<file path="src/rtl/shift_add_multiplier.sv">
// Unsigned shift-and-add multiplier built on chained FourBitAdder slices; one add+shift per clock.
// Latency WIDTH edges from accepting start to registered done; start is ignored while busy.

module FourBitAdder (
    input  logic [3:0] a,
    input  logic [3:0] b,
    input  logic       cin,
    output logic [3:0] sum,
    output logic       cout
);
    logic [4:0] w_c;

    assign w_c[0] = cin;

    genvar gi;
    generate
        for (gi = 0; gi < 4; gi++) begin : g_fa
            assign sum[gi]    = a[gi] ^ b[gi] ^ w_c[gi];
            assign w_c[gi+1]  = (a[gi] & b[gi]) | (w_c[gi] & (a[gi] ^ b[gi]));
        end
    endgenerate

    assign cout = w_c[4];
endmodule

module shift_add_multiplier #(
    parameter int WIDTH = 4
) (
    input  logic               clk,
    input  logic               rst,
    input  logic               start,
    input  logic [WIDTH-1:0]   A,
    input  logic [WIDTH-1:0]   B,
    output logic               busy,
    output logic               done,
    output logic [2*WIDTH-1:0] P
);
    localparam int NSLICE = WIDTH / 4;
    localparam int CW     = $clog2(WIDTH + 1);

    typedef enum logic {IDLE, RUN} state_t;

    state_t             r_state;
    state_t             w_state_nxt;
    logic [WIDTH-1:0]   r_m;
    logic [WIDTH-1:0]   r_acc;
    logic [WIDTH-1:0]   r_q;
    logic [CW-1:0]      r_cnt;
    logic [2*WIDTH-1:0] r_p;
    logic               r_done;

    logic               w_load;
    logic               w_last;
    logic [WIDTH-1:0]   w_sum;
    logic [NSLICE:0]    w_carry;
    logic [WIDTH:0]     w_x;
    logic [WIDTH-1:0]   w_acc_nxt;
    logic [WIDTH-1:0]   w_q_nxt;

    assign w_carry[0] = 1'b0;

    genvar gs;
    generate
        for (gs = 0; gs < NSLICE; gs++) begin : g_slice
            FourBitAdder u_add (
                .a    (r_acc[4*gs +: 4]),
                .b    (r_m[4*gs +: 4]),
                .cin  (w_carry[gs]),
                .sum  (w_sum[4*gs +: 4]),
                .cout (w_carry[gs+1])
            );
        end
    endgenerate

    // Carry is kept as the top bit of X so the shifted result never overflows.
    assign w_x       = r_q[0] ? {w_carry[NSLICE], w_sum} : {1'b0, r_acc};
    assign w_acc_nxt = w_x[WIDTH:1];
    assign w_q_nxt   = {w_x[0], r_q[WIDTH-1:1]};

    assign w_load = (r_state == IDLE) && start;
    assign w_last = (r_state == RUN) && (r_cnt == CW'(1));

    always_ff @(posedge clk or posedge rst) begin
        if (rst) begin
            r_state <= IDLE;
        end else begin
            r_state <= w_state_nxt;
        end
    end

    always_comb begin
        w_state_nxt = r_state;
        case (r_state)
            IDLE:    if (start)  w_state_nxt = RUN;
            RUN:     if (w_last) w_state_nxt = IDLE;
            default: w_state_nxt = IDLE;
        endcase
    end

    always_ff @(posedge clk or posedge rst) begin
        if (rst) begin
            r_m    <= '0;
            r_acc  <= '0;
            r_q    <= '0;
            r_cnt  <= '0;
            r_p    <= '0;
            r_done <= 1'b0;
        end else begin
            r_done <= w_last;
            if (w_load) begin
                r_m   <= A;
                r_q   <= B;
                r_acc <= '0;
                r_cnt <= CW'(WIDTH);
            end else if (r_state == RUN) begin
                r_acc <= w_acc_nxt;
                r_q   <= w_q_nxt;
                r_cnt <= r_cnt - CW'(1);
                if (w_last) begin
                    r_p <= {w_acc_nxt, w_q_nxt};
                end
            end
        end
    end

    assign busy = (r_state == RUN);
    assign done = r_done;
    assign P    = r_p;
endmodule

</file>
<file path="config.mk">
export PLATFORM = sky130hd
export DESIGN_NAME = shift_add_multiplier
export DESIGN_NICKNAME = d
export VERILOG_FILES = /design/src/rtl/shift_add_multiplier.sv
export SDC_FILE = /design/constraint.sdc
export NUM_CORES = 1
export LEC_CHECK = 0
export ABC_AREA = 1
export CAP_MARGIN = 25
export CORE_AREA = 2 2 75 59
export CTS_BUF_LIST = sky130_fd_sc_hd__clkbuf_4
export DETAILED_ROUTE_END_ITERATION = 8
export DIE_AREA = 0 0 77 61
export GPL_TIMING_DRIVEN = 0
export PLACE_DENSITY_LB_ADDON = 0.2
export SLEW_MARGIN = 5
export SYNTH_ARGS = -nofsm -noshare
export SYNTH_HDL_FRONTEND = slang
export SYNTH_SLANG_ARGS = --single-unit
export TNS_END_PERCENT = 50
</file>
<file path="constraint.sdc">
create_clock -name clk -period 2.2 [get_ports clk]
set_clock_uncertainty 0.15 [all_clocks]
set_input_delay 0.33 -clock clk [delete_from_list [all_inputs] [get_ports clk]]
set_output_delay 0.33 -clock clk [all_outputs]
set_load 0.03 [all_outputs]
</file>
## After elaboration in Yosys (flattened, before gate mapping)

Index checks and enable logic that the tools add are counted.

- Bits in registers: 25
- Bits of input ports: 11
- Output and inout port bits: 10
- Word-level logic and storage cells: 42

- Add/subtract/negate cells: 1
- Equality and inequality tests: 1
- Multiplexer cells: 10
- Bitwise gates (word level): 19
- Reductions and logical operators: 4

Operators by type and width:

| kind | number |
|---|---|
| 4-bit two-way mux | 4 |
| 1-bit bitwise AND | 7 |
| 1-bit XOR | 7 |
| 3-bit two-way mux | 2 |
| 5-bit two-way mux | 1 |
| 3-bit by 1-bit == test with 1-bit output, second input constant | 1 |
| 1-bit bitwise OR | 3 |
| 3-bit AND reduction | 1 |
| 3-bit by 1-bit subtractor with 3-bit output, second input constant | 1 |
| 1-bit logical AND | 2 |
| 1-bit two-way mux | 2 |
| 1-bit NOT | 2 |
| 1-bit one-hot mux with 2 select lines | 1 |
| 2-bit nonzero test | 1 |

## Longest topological paths before layout

Gate-level depths: netlist of the first run.

- Depth in word-level cells: 10
- Gate-level depth with buffers: 8
- Depth with buffers taken out: 8

## Cells and area by module

Synthesis of the first run repeated with hierarchy kept, for this count alone.

- Cells, all modules: 143
- Area total of the unflattened synthesis: 1199.9 µm²

Modules (own cells, without submodules):

| module | instances | cells an instance | area an instance (µm²) | sequential area each (µm²) |
|---|---|---|---|---|
| shift_add_multiplier | 1 | 129 | 1082.3 | 625.6 |
| FourBitAdder | 1 | 14 | 117.6 | 0.0 |

## Worst setup path before layout of the first run

OpenSTA, ideal clock, no wires.

- Kind: register -> register
- Start point: register r_m[0]
- End point: register r_acc[2]
- Setup time: 66 ps
- Arrival: 2022 ps
- Data required time: 1984 ps
- Path slack: -37 ps
- Cell stages (with the launch flop): 9
- Path buffers: 0
- Clock period less this slack: 2237 ps
- Path through: dfrtp_1 -> ha_1 -> fa_1 -> fa_1 -> fa_1 -> nand2_1 -> o21ai_1 -> nand2_1 -> nand2_1

- Longest elaborated chain between the ends: 9

RTL lines:

| what | line | source |
|---|---|---|
| from (decl) | 45 | `logic [WIDTH-1:0] r_m;` |
| from (signal assigned) | 102 | `r_m <= '0;` |
| from (signal assigned) | 111 | `r_m <= A;` |
| 1-bit bitwise AND (2 in series) | 19 | `assign w_c[gi+1] = (a[gi] & b[gi]) \| (w_c[gi] & (a[gi] ^ b[gi]));` |
| 1-bit bitwise OR | 19 |  |
| 1-bit bitwise AND | 19 |  |
| 1-bit bitwise OR | 19 |  |
| 1-bit XOR | 18 | `assign sum[gi] = a[gi] ^ b[gi] ^ w_c[gi];` |
| 5-bit two-way mux | 76 | `assign w_x = r_q[0] ? {w_carry[NSLICE], w_sum} : {1'b0, r_acc};` |
| 4-bit two-way mux | 115 | `end else if (r_state == RUN) begin` |
| 4-bit two-way mux | 110 | `if (w_load) begin` |
| to (signal assigned) | 116 | `r_acc <= w_acc_nxt;` |
| to (decl) | 46 | `logic [WIDTH-1:0] r_acc;` |

No other way between the ends. The select of a mux whose other input is x is not followed.
A chain may end at the register's enable or synchronous reset.

## Worst setup path after layout of the first run

- Start point: register r_m[0]
- End point: register r_p[6] (netlist: P[6])

- Longest elaborated chain between the ends: 7

RTL lines:

| what | line | source |
|---|---|---|
| 1-bit bitwise AND (2 in series) | 19 |  |
| 1-bit bitwise OR | 19 |  |
| 1-bit bitwise AND | 19 |  |
| 1-bit bitwise OR | 19 |  |
| 1-bit XOR | 18 |  |
| 5-bit two-way mux | 76 |  |
| to (signal assigned) | 120 | `r_p <= {w_acc_nxt, w_q_nxt};` |
| to (decl) | 49 | `logic [2*WIDTH-1:0] r_p;` |

No other way between the ends.

==> impl_metrics.tcl, run 1 <==
set metrics [dict create \
    reg2reg_to "P[6]" \
    die_x_um 77 \
    route.detailed.drc 0 \
    syn_avg_cell_area_um2 8.72 \
    synth_top_cell_by_area "dfrtp_1" \
    p_sw_frac 0.430 \
    p_leak_nw 0.765 \
    routed_wl_mm 2.37 \
    critPathMostFrequentCell "nand2_1" \
    first_pass_iters 4 \
    r2r_start "r_m[0]" \
    area_delta_synth_final_pct 31.3 \
    slew_headroom 0.731 \
    htreeDepth 1 \
    slowest_stage "fa_1" \
    worstMarginPinSlew_ns 0.403 \
    cts_max_path_buffers 2 \
    port_buffers 20 \
    routedWlPerCell_um 11.0 \
    antenna_cells 0 \
    numCtsBuffers 3 \
    async_reset_ff_frac 1.00 \
    holdCritPathClass "input port to asynchronous set/reset pin" \
    critPathLaunchType "flip-flop" \
    ys_top_cells_by_count "nand2_1 (70), dfrtp_1 (25), inv_1 (12), nand3_1 (7)" \
    p_switching_mw 0.847 \
    final_nets 178 \
    grt_max_degree 26 \
    synth-edff-count 0 \
    arrival_ns 2.39 \
    crit_fanout 2 \
    drv_cap 0 \
    finalSetupViolCount 2 \
    violations "setup timing" \
    finalPower_mw 1.97 \
    grt_pass1_vias 910 \
    endpoint_kind "flip-flop" \
    cts_hold_buf 0 \
    yosysMostFrequentCell "nand2_1" \
    clockPowerShare 0.110 \
    clk_pin_slew_ns 0.13 \
    num_vias 888 \
    drive_above_1_share 0.113 \
    drtAntennaViolNets 0 \
    dpl.hpwl_mm 1.73 \
    synthFlopType "dfrtp_1" \
    power_density_nw_per_um2 1300 \
    io_pins 21 \
    hold_slack_ns 0.0773 \
    synth-seq-area-share 0.543 \
    core_area_um2 3950 \
    syn-cell-area_um2 1150 \
    die_y_um 61 \
    synth_cell_types 16 \
    crit_chain "ha_2 -> fa_2 -> fa_2 -> fa_1 -> nand2_1 -> o21ai_2 -> nand2_1 -> nand2_1" \
    slowest_delay_ns 0.48 \
    hold_viol 0 \
    final_max_slew_viol_count 0 \
    post_synth_main_area_contributors "dfrtp_1 (54%), nand2_1 (23%), fa_1 (5.2%)" \
    drtIter0Drc 32 \
    period_needed_ns 2.28 \
    cts_tree "done" \
    synth-seq-cells 25 \
    status "complete, but fails checks" \
    rsz0062_at_grt "yes" \
    antenna_found_initial 0 \
    fin_ws_ns -0.0755 \
    post_drt_via_cell_ratio 4.13 \
    track_usage 0.115 \
    routabilityCongestion 0.787 \
    grt_pass1_wl_mm 4.13 \
    sequentialPowerShare 0.399 \
    rrSetupSlack_ns -0.08 \
    root_buffer "clkbuf_4" \
    crit_type "flip-flop to flip-flop" \
    cts_sinks 25 \
    dieArea_um2 4700 \
    netlist_instances 132 \
    combPwrFrac 0.491 \
    synth_top_area_frac 0.543 \
    clk-insertion-delay-late_ns 0.32 \
    synth_nets 149 \
    grt_overflow 0 \
    peakVddDrop_mv 0.602 \
    reg2reg_depth 8 \
    initial_core_util 0.291 \
    num_rows 20 \
    crit_required_ns 2.32 \
    p_int_mw 1.12 \
    finalCritPeriodShare 1.03 \
    ys_warn_count 0 \
    fmax_mhz 439 \
]
## stage by stage
| step | setup TNS [ns] | std cells | util | instance area (um2) | setup slack (ns) |
|---|---|---|---|---|---|
| 6_report | -0.109 | 215 | 0.382 | 1510 | -0.0755 |
| 5_1_grt | -0.222 | 215 | 0.382 | 1510 | -0.141 |
| 3_3_place_gp | -0.220 | 207 | 0.360 | 1420 | -0.130 |
| 3_5_place_dp | -0.282 | 207 | 0.360 | 1420 | -0.158 |
| 4_1_cts | -0.0915 | 213 | 0.373 | 1480 | -0.0659 |
| 2_1_floorplan | 0 | 132 | - | 1150 | 0.000781 |
## power groups by stage
stage               combinational, mW  clock [mW]  sequential [mW]
CTS                             0.964       0.228            0.787
detailed placement              0.927           0            0.798
global placement                0.916           0            0.789
floorplan                       0.517           0            0.903
global route                     1.11       0.248            0.811
finish                          0.968       0.218            0.786
## cells in the final DEF (no fill, tap or decap), types with 2 or more instances in the layout
cell	n
nand2_1	70
dfrtp_1	25
inv_1	12
clkbuf_4	4
clkdlybuf4s50_1	20
o22ai_1	2
nand3_1	7
buf_4	4
ha_1	2
fa_2	2
## flip-flops by register name (all words and copies together), names as in the netlist
name and cells:
P 8, r_q 4, r_m 4, r_cnt 3
r_acc 4, busy 1, done 1
## layer usage
metal	track usage	vias up	part of all wire
met5	0	-	0
met4	0.0306	0	0.0076
met3	0.0327	5	0.058
met2	0.189	20	0.44
met1	0.152	405	0.49
li1	-	458	-
## how the worst max path moves through the flow
stage	startpoint	end	slack (ns)
floorplan	r_m[0]	r_acc[2]	0.0008
CTS	r_m[0]	P[6]	-0.07
global route	r_m[0]	P[6]	-0.14
finish	r_m[0]	P[6]	-0.08
detailed placement	r_m[0]	P[6]	-0.16
global placement	r_m[0]	P[6]	-0.13
## cells by family after synthesis
family,after synthesis,share of synthesized area
compound gates,5,0.0239
simple gates,82,0.298
fa+ha+maj,6,0.0848
flops,25,0.543
buf+inv,14,0.0500
## timing repair
item,4_1_cts,5_1_grt
pin swaps,0,0
resized for setup,3,0
setup buffers,2,1
gates cloned,0,0
setup endpoints to repair,2,2
## final cells by class
| type | instances | area (um2) |
|---|---|---|
| Inverter | 12 | 45.0 |
| Buffer | 2 | 12.5 |
| Fill cell | 431 | 2440 |
| Timing Repair Buffer | 24 | 250 |
| Tap cell | 55 | 68.8 |
| Sequential cell | 25 | 626 |
| Multi-Input combinational cell | 93 | 479 |
| Clock buffer | 4 | 30.0 |
## worst max-delay path, delay by kind of cell (launching register included)
family | cells | cell delay, ns
AOI/OAI and AO/OA | 1 | 0.07
and+or+nand+nor | 3 | 0.22
adders and majority gates | 4 | 1.35
DFF | 1 | 0.42
(Power assumes the default switching activity.)
==> run 2, diff against run 1 <==
==> constraint.sdc (replaced) <==
create_clock -name clk -period 2.4 [get_ports clk]
set_clock_uncertainty 0.15 [all_clocks]
set_input_delay 0.36 -clock clk [delete_from_list [all_inputs] [get_ports clk]]
set_output_delay 0.36 -clock clk [all_outputs]
set_load 0.03 [all_outputs]
==> impl_metrics.tcl, run 2 (synthesis gave the netlist of run 1 again) <==
set metrics [dict create \
    dpl.hpwl_mm 1.72 \
    place_inst 207 \
    peakVddDrop_mv 0.511 \
    port_buffers 20 \
    rsz0062_at_grt "no" \
    die_y_um 61 \
    route.detailed.drc 0 \
    routedWlPerCell_um 11.3 \
    grt_max_degree 26 \
    cts_sinks 25 \
    num_vias 899 \
    cts_setup_buffers 0 \
    track_usage 0.112 \
    post_drt_via_cell_ratio 4.24 \
    layout_common_cells "nand2_1 (70), dfrtp_1 (25), clkdlybuf4s50_1 (20), inv_1 (12), nand3_1 (7)" \
    cp.depth 8 \
    crit_chain "ha_1 -> fa_2 -> fa_2 -> fa_1 -> nand2_1 -> o21ai_2 -> nand2_1 -> nand2_1" \
    antenna_found_initial 0 \
    grt_pass1_vias 878 \
    routed_wl_mm 2.39 \
    p_leak_nw 0.752 \
    clk-insertion-delay-late_ns 0.32 \
    power_density_nw_per_um2 1200 \
    dieArea_um2 4700 \
    drtIter0Drc 34 \
    core_area_um2 3950 \
    drv_cap 0 \
    drive_above_1_share 0.0892 \
    cts_hold_buf 0 \
    critPathMostFrequentCell "nand2_1" \
    area_delta_synth_final_pct 29.1 \
    critPathLaunchType "flip-flop" \
    final_cells 212 \
    final_common_cell "nand2_1" \
    root_buffer "clkbuf_4" \
    fin_area_um2 1490 \
    final.setup.tns_ns 0 \
    reg2reg_depth 8 \
    final_nets 175 \
    largest_reg_flops 8 \
    status "finished clean" \
    r2r_start "r_m[0]" \
    clk_pin_slew_ns 0.14 \
    rrSetupSlack_ns 0.12 \
    final_core_util 0.376 \
    arrival_ns 2.40 \
    slowest_stage "fa_1" \
    reg2reg_to "P[6]" \
    antenna_cells 0 \
    fmax_mhz 439 \
    die_x_um 77 \
    holdCritPathClass "input port to asynchronous set/reset pin" \
    io_pins 21 \
    period_needed_ns 2.28 \
    endpoint_kind "flip-flop" \
    routabilityCongestion 0.771 \
    finalCritPeriodShare 0.950 \
    hold_viol 0 \
    cts_tree "done" \
    final_max_slew_viol_count 0 \
    drtAntennaViolNets 0 \
    initial_core_util 0.291 \
    finalSetupViolCount 0 \
    numCtsBuffers 3 \
    cpLargestDelayFamily "adder cells" \
    slew_headroom 0.728 \
    cts_max_path_buffers 2 \
    crit_required_ns 2.52 \
    num_rows 20 \
    place_area_um2 1420 \
    slowest_delay_ns 0.49 \
    grt_overflow 0 \
    critPathBufInv 0 \
    first_pass_iters 4 \
    crit_fanout 2 \
    grt_pass1_wl_mm 4.04 \
    worstMarginPinSlew_ns 0.407 \
    htreeDepth 1 \
    crit_type "flip-flop to flip-flop" \
]
-- run 2: cell types whose count changed in the layout (fill, tap and decap cells not counted), sizes merged --
cell / delta
buf: -3
-- run 2: worst max path at each step --
stage | from | to | slack [ns]
after CTS | r_m[0] | P[6] | 0.04
final | r_m[0] | P[6] | 0.12
after detailed placement | r_m[0] | P[6] | 0.04
after global placement | r_m[0] | P[6] | 0.03
after global routing | r_m[0] | P[6] | 0.006
after floorplan | r_m[0] | r_acc[2] | 0.16
-- run 2: final cells by class --
cell class	instances	area [um2]
clock buffer	4	30.0
timing repair buffer	21	228
tap	55	68.8
fill	436	2470
multi-input combinational	93	477
inverter	12	45.0
sequential	25	626
buffer	2	12.5
-- run 2: what timing repair did --
item | CTS | global route
pin swaps | 0 | 0
endpoints found under the hold margin | 0 | 0
gates resized for setup | 1 | 2
setup endpoints to repair | 1 | 2
-- run 2: layer usage --
metal,share of wire,track usage
met1,0.50,0.150
met2,0.45,0.187
met3,0.045,0.0327
met4,0.0038,0.0230
met5,0,0
-- run 2: worst reg2reg max path, cell delays in order, from the launching register on --
cell and delay, ns:
dfrtp_1 0.42, ha_1 0.22, fa_2 0.35, fa_2 0.35
fa_1 0.49, nand2_1 0.06, o21ai_2 0.08, nand2_1 0.07
nand2_1 0.06
-- run 2: through the flow --
stage          hold WS (ns)  total power, mW  worst slack [ns]
6_report              0.150             1.78             0.120
5_1_grt               0.165             1.96           0.00594
4_1_cts               0.353             1.79            0.0369
3_5_place_dp          0.316             1.58            0.0356
3_3_place_gp          0.315             1.56            0.0264
2_1_floorplan         0.237             1.30             0.163
-- run 2: power breakdown --
part	switching (mW)	internal (mW)	total [mW]
combinational	0.527	0.338	0.865
sequential	0.124	0.595	0.720
clock	0.124	0.0763	0.200
total	0.775	1.01	1.78
==> edit, RTL diff (settings of run 2) <==
The parameter `WIDTH` goes from 4 to 8.
--- a/src/rtl/shift_add_multiplier.sv
+++ b/src/rtl/shift_add_multiplier.sv
@@ -25,5 +25,5 @@
 
 module shift_add_multiplier #(
-    parameter int WIDTH = 4
+    parameter int WIDTH = 8
 ) (
     input  logic               clk,
Interface: changed (resized A, B and P); port bits go from 21 to 37. No check against the original RTL was run, so the function may have changed too.
==> edit against run 2 <==
  * The run now ends with setup timing left
  * Largest power group unchanged
  * Total power is 97% higher
  * Cell area is 77% higher
  * Die area stayed put
  * Area after synthesis is 82% higher
  * Routed wire length is 80% higher
  * Worst setup slack worse by 1.4 ns
  * Critical path depth is 6 higher
  * Sequential cell count is 21 higher
==> edit: results (changes against run 2) <==
The number of global-route vias before repair came out at 1473 (was 878). The average footprint of a synthesized cell came to 9.14 µm² (was 8.72 µm²). The global-route met1 utilization was 29.3% (was 15.0%). The HPWL after detailed placement came to 3150 µm (was 1720 µm). The met2 layer wire length in the routed design is 1960 µm (was 1080 µm).

The worst slew slack as a fraction of its limit came out at 66.8% (was 72.8%). The share of the synthesized area in compound gates (AO/OA/AOI/OAI) is 9.68% (was 2.39%). The pin count of the biggest net entering global routing is 34 (was 26). The final reports fail on setup timing. The filler cell count came out at 354 (was 436). The wire length per cell was 13.0 µm (was 11.3 µm).

The first-iteration detailed-routing DRC count was 112 (was 34). Run status: complete, but fails checks (was complete, no violations). The number of nets at the end of the flow came out at 303 (was 175).

The area after detailed placement came out at 2560 µm² (was 1420 µm²). The final worst-path setup slack is -1.27 ns (was 0.120 ns). The total CTS buffers came out at 5 (was 3). The wire length of the first global-routing pass came out at 7130 µm (was 4040 µm).

The latest clock arrival within the worst-skew pair came to 0.35 ns (was 0.32 ns). The setup violation total in the final timing report is 10 (was 0). The count of cell types in the netlist came out at 19 (was 16). The number of levels the H-tree was split into was 2 (was 1).

The leakage power total is 1.25 nW (was 0.752 nW). The total global routing track utilization is 20.2% (was 11.2%). The synthesized-area fraction occupied by adder cells came to 8.49% (was 8.48%). The synthesized net count came out at 258 (was 149). The met1 wire length was 2090 µm (was 1200 µm). The number of flip-flops in the largest register is 16 (was 8). The count of input and output buffers is 36 (was 20).
## edit: cell types whose count changed after synthesis, sizes merged, moves of 6 or more
cell,change
nor2,+7
nand2,+13
o21ai,+23
dfrtp,+21
inv,+16
o22ai,+6
buf,+7
## edit: worst paths after layout
path / from / to / slack [ns] / cells after the start
min: rst / P[8] / 0.11 / 2
max reg2reg: r_m[0] / r_acc[6] / -1.27 / 14
max in group asynchronous: rst / r_m[7] / 1.51 / 3
min reg2reg: P[5] / P[5] / 0.35 / 2
max: r_m[0] / r_acc[6] / -1.27 / 14
min in group clk: P[5] / P[5] / 0.35 / 2
## edit: power breakdown
group          switching (mW)  total (mW)  internal [mW]
clock                   0.247       0.356          0.109
combinational            1.10        1.84          0.741
sequential              0.188        1.32           1.13
total                    1.53        3.52           1.98
## edit: critical path, stage by stage (launching register included)
cell	delay, ns
sky130_fd_sc_hd__dfrtp_1	0.38
sky130_fd_sc_hd__ha_1	0.15
sky130_fd_sc_hd__inv_1	0.05
sky130_fd_sc_hd__fa_2	0.34
sky130_fd_sc_hd__fa_2	0.36
sky130_fd_sc_hd__fa_2	0.35
sky130_fd_sc_hd__fa_2	0.35
sky130_fd_sc_hd__fa_2	0.35
sky130_fd_sc_hd__fa_2	0.35
sky130_fd_sc_hd__inv_2	0.06
sky130_fd_sc_hd__fa_1	0.41
sky130_fd_sc_hd__nand2_1	0.09
sky130_fd_sc_hd__o21ai_2	0.07
sky130_fd_sc_hd__nand2_1	0.05
sky130_fd_sc_hd__o21ai_0	0.07
## edit: final cells by class
class / count / area share (%)
flip-flops and latches: 46 / 43.8
multi-input cells: 146 / 30.3
repair buffers: 38 / 14.8
inverters: 28 / 4.00
well taps: 55 / 2.62
plain buffers: 9 / 2.52
clock buffers: 5 / 1.43
clock inverters: 3 / 0.619
